File: config.mk
export PLATFORM = sky130hd
export DESIGN_NAME = sync_dec_stage
export DESIGN_NICKNAME = d
export VERILOG_FILES = /design/src/rtl/sync_dec_stage.sv
export SDC_FILE = /design/constraint.sdc
export NUM_CORES = 1
export LEC_CHECK = 0
export CAP_MARGIN = 20
export CORE_MARGIN = 3
export CORE_UTILIZATION = 61
export CTS_BUF_LIST = sky130_fd_sc_hd__clkbuf_8
export DETAILED_ROUTE_END_ITERATION = 10
export PLACE_DENSITY_LB_ADDON = 0.3
export RECOVER_POWER = 25
export SLEW_MARGIN = 20
export SYNTH_ARGS = -nofsm -noshare
export SYNTH_HDL_FRONTEND = slang
export SYNTH_SLANG_ARGS = --single-unit
File: constraint.sdc
create_clock -name clk -period 13.81 [get_ports clk]
set_clock_uncertainty 0.15 [all_clocks]
set_input_delay 1.381 -clock clk [delete_from_list [all_inputs] [get_ports clk]]
set_output_delay 1.381 -clock clk [all_outputs]
set_load 0.005 [all_outputs]
File: src/rtl/sync_dec_stage.sv
// Clocked decode stage: one-hot opcode decode at enqueue, DEPTH-entry in-order buffer.
// Optional stall counter enabled by SYNC_DEC_STALL_CNT_EN.
module sync_dec_stage #(
    parameter int DATA_W = 32,
    parameter int NODE_W = 16,
    parameter int GEN_W  = 12,
    parameter int INS_W  = 34,
    parameter int OPC_W  = 4,
    parameter int DOPC_W = 10,
    parameter int DEPTH  = 4
) (
    input  logic                       clk,
    input  logic                       rst,
    input  logic                       lopen_i,
    input  logic                       send_i,
    output logic                       ack_o,
    input  logic [NODE_W-1:0]          node_i,
    input  logic [GEN_W-1:0]           gen_i,
    input  logic [DATA_W-1:0]          opr0_i,
    input  logic [DATA_W-1:0]          opr1_i,
    input  logic                       mem_wen_i,
    input  logic [INS_W-1:0]           ins_i,
    output logic                       send_o,
    input  logic                       ack_i,
    output logic [NODE_W-1:0]          node_o,
    output logic [GEN_W-1:0]           gen_o,
    output logic [DATA_W-1:0]          opr0_o,
    output logic [DATA_W-1:0]          opr1_o,
    output logic                       mem_wen_o,
    output logic [DOPC_W-1:0]          dopc_o,
    output logic [INS_W-OPC_W-1:0]     ins_o,
    output logic                       illegal_o,
    output logic [$clog2(DEPTH):0]     count_o,
    output logic [15:0]                stall_cnt_o
);

    localparam int PTR_W = $clog2(DEPTH);
    localparam int CNT_W = PTR_W + 1;

    typedef struct packed {
        logic [NODE_W-1:0]      node;
        logic [GEN_W-1:0]       gen;
        logic [DATA_W-1:0]      opr0;
        logic [DATA_W-1:0]      opr1;
        logic                   mem_wen;
        logic [DOPC_W-1:0]      dopc;
        logic [INS_W-OPC_W-1:0] ins;
        logic                   illegal;
    } entry_t;

    entry_t           mem [DEPTH];
    entry_t           wr_ent;
    entry_t           head;
    logic [PTR_W-1:0] wr_ptr;
    logic [PTR_W-1:0] rd_ptr;
    logic [CNT_W-1:0] count;
    logic [OPC_W-1:0] opc;
    logic             enq;
    logic             deq;
    logic             out_vld;

    assign opc     = ins_i[INS_W-1 -: OPC_W];
    assign ack_o   = (count < CNT_W'(DEPTH)) & ~rst;
    assign out_vld = (count != '0) & lopen_i;
    assign send_o  = out_vld;
    assign enq     = send_i & ack_o;
    assign deq     = out_vld & ack_i;
    assign count_o = count;

    always_comb begin
        wr_ent         = '0;
        wr_ent.node    = node_i;
        wr_ent.gen     = gen_i;
        wr_ent.opr0    = opr0_i;
        wr_ent.opr1    = opr1_i;
        wr_ent.mem_wen = mem_wen_i;
        wr_ent.ins     = ins_i[INS_W-OPC_W-1:0];
        for (int i = 0; i < DOPC_W; i++) begin
            wr_ent.dopc[i] = (opc == OPC_W'(i));
        end
        wr_ent.illegal = (32'(opc) >= 32'(DOPC_W));
    end

    // Buffer storage needs no reset: outputs are masked while empty.
    always_ff @(posedge clk) begin
        if (enq) begin
            mem[wr_ptr] <= wr_ent;
        end
    end

    always_ff @(posedge clk) begin
        if (rst) begin
            wr_ptr <= '0;
            rd_ptr <= '0;
            count  <= '0;
        end else begin
            if (enq) begin
                wr_ptr <= wr_ptr + PTR_W'(1);
            end
            if (deq) begin
                rd_ptr <= rd_ptr + PTR_W'(1);
            end
            unique case ({enq, deq})
                2'b10:   count <= count + CNT_W'(1);
                2'b01:   count <= count - CNT_W'(1);
                default: count <= count;
            endcase
        end
    end

    always_comb begin
        head = '0;
        if (count != '0) begin
            head = mem[rd_ptr];
        end
    end

    assign node_o    = head.node;
    assign gen_o     = head.gen;
    assign opr0_o    = head.opr0;
    assign opr1_o    = head.opr1;
    assign mem_wen_o = head.mem_wen;
    assign dopc_o    = head.dopc;
    assign ins_o     = head.ins;
    assign illegal_o = head.illegal;

`ifdef SYNC_DEC_STALL_CNT_EN
    logic [15:0] stall_cnt;

    always_ff @(posedge clk) begin
        if (rst) begin
            stall_cnt <= '0;
        end else if (out_vld && !ack_i && stall_cnt != 16'hFFFF) begin
            stall_cnt <= stall_cnt + 16'd1;
        end
    end

    assign stall_cnt_o = stall_cnt;
`else
    assign stall_cnt_o = 16'h0;
`endif

endmodule
==> metrics <==
postcts setup bufs=0; Num CTS Buffers=83; DR pass1 iterations=5; Distinct cells, synth=28; total negative slack=0 ns; CTS resizes=0; fillers=1841; CTS H-Tree Depth=3; Cell Area, Synth=20870 um2; Reg2Reg Launch Point=count_o[2]; unrepaired setup endpoints after global routing=no; CP max FO=43; commonest cells after routing, fill and taps aside=edfxtp_1, clkdlybuf4s50_1, nor2b_1; share of the synthesized area in the top cell type=77.12%; Leakage Power=8.000 nW; Clock transition at path regs=0.06 ns; final core utilization=75.65%; initial antenna violation count=11; Slew HR=30.02%; worst r2r path cells=3; Die W=191.0 um; critical path's largest stage delay=0.93 ns; routed wire length=39790 um; first-pass GRT wire length=60730 um; Clock Path Buffers=3; Worst R2R End=mem[1][126]; status=complete, no violations; sequential element share of the synthesized area=77.99%; Hold Crit Depth=2; fin crit period=5.214 ns; per-cell routed wire length=22.53 um; dpl hpwl=23390 um; Arrival @ worst endpoint=3.68 ns; critical hold path startpoint=rd_ptr[1]; hold bufs inserted after CTS=0; clock sinks=545; Top delay family on crit path=buffers and inverters; Die H=191.0 um; Max Clock Freq=191.8 MHz; die area=36470 um2; Worst Path Buf+Inv=2; FP Rows=67; r2r setup slk=10.42 ns; Worst path slowest cell=dfxtp_4; clk_lat worst skew=0.58 ns; maxcap violations=0; PwrDens=136.3 nW/um2; area of the core=33620 um2; Power Total=3.466 mW; vias in the first global route=10670; All-Layer GR Usage=22.12%; most common cell after layout, fill and taps aside=edfxtp_1; startpoint types=flop; Area Overhead vs Synth=21.85%; area leader, netlist=edfxtp_1; Area contributors post-synth=edfxtp_1, mux4_2, nor2b_1; Synth Instances=935; Hold Worst Slack=0.3751 ns; IR drop worst, VDD=0.0001170 V; grt ovf=0; layout cells sized above 1=19.27%; setup violators final=0; CTS root buf=clkbuf_8; Via Count=10050; vias per inst=5.690; Slew @ Worst Pin=1.050 ns; Worst Setup End Kind=output port; IO Port Bufs=270; CTS tree=yes; antenna-violating nets left=0; worst hold path class=reg2reg; Final Hold Viols=0; RePlAce Congestion=0.7357; Tcrit/Tclk final=37.75%; initial DRC count=711; critical path, cell by cell=buf_4 > mux4_2 > nor2b_1 > clkdlybuf4s50_1; Nets=1392; Remaining DRCs=0; Max Slew Vio Count=0; Ports=287; Syn. warnings=0; initial core utilization=62.08%; Mapped Avg Cell Area=22.32 um2; Yosys reg bits=545; pin count of the biggest net entering global routing=72; CP Class=reg2out; Worst EP required=12.28 ns
## flip-flops by register name (all words and copies together), names as in the netlist, named ones only
signal,count
mem,536
count_o,3
rd_ptr,2
wr_ptr,2
## Yosys cell counts, drive strengths merged
| library cell | n |
|---|---|
| inv | 6 |
| nor4 | 1 |
| ha | 5 |
| nand3 | 1 |
| or3 | 3 |
| dfxtp | 9 |
| o31ai | 1 |
| a21oi | 5 |
| clkbuf | 23 |
| nand2 | 3 |
| fa | 1 |
| buf | 39 |
| and2 | 4 |
| conb | 1 |
| xor2 | 2 |
| nor3b | 1 |
| edfxtp | 536 |
| nor2 | 10 |
| mux4 | 134 |
| nor3 | 6 |
| o21a | 1 |
| o21ai | 3 |
| nor2b | 135 |
| nand2b | 4 |
| xnor2 | 1 |
## final cells by class
class | instances | area, um2 | area share, %
antenna | 5 | 12.51 | 0.04920
timing repair buffer | 281 | 2789 | 10.97
tap | 448 | 560.5 | 2.204
clock buffer | 88 | 1211 | 4.763
multi-input combinational | 337 | 4279 | 16.83
inverter | 6 | 22.52 | 0.08857
clock inverter | 56 | 271.5 | 1.068
sequential | 545 | 16280 | 64.03
## worst max path at each step
stage	from	to	slack, ns	cells past startpoint
6_report	flop	ins_o[4]	8.60	4
3_5_place_dp	rst	mem[1][94]	8.81	4
2_1_floorplan	rst	mem[0][0]	8.09	3
3_3_place_gp	rst	mem[3][72]	8.90	4
5_1_grt	flop	ins_o[4]	8.24	4
4_1_cts	flop	dopc_o[4]	8.33	4
## per-layer routing
| layer | routed length, um | track usage (%) |
|---|---|---|
| met1 | 16110 | 31.29 |
| met2 | 19420 | 35.11 |
| met3 | 3465 | 5.850 |
| met4 | 721 | 6.153 |
| met5 | 76 | 0 |
## worst register-to-register path, stage by stage, from the launching register on
cell	delay, ns
dfxtp_1	0.39
nor3b_2	0.49
and2_4	0.91
buf_4	0.96
## through the flow
stage,instance area (um2),instances,setup slack [ns]
after global routing,25430,1766,8.239
after detailed placement,23930,1617,8.813
final,25430,1766,8.596
after CTS,25410,1761,8.329
after floorplan,20930,950,8.093
after global placement,23930,1617,8.900
## power breakdown
group / total [mW] / internal [mW] / switching [mW]
logic: 0.395 / 0.217 / 0.178
registers: 1.89 / 1.87 / 0.0179
clock network: 1.19 / 0.608 / 0.577
## logic make-up after synthesis
group,count (synthesis),synth area share [%]
muxes,134,14.46
buffers and inverters,68,1.859
and+or+nand+nor,168,4.892
other,1,0.01797
DFF,545,77.99
AOI/OAI and AO/OA,10,0.2638
xor gates and xnor gates,3,0.1259
adders and majority gates,6,0.3957
Note: power is estimated with default switching activity, not from simulation.
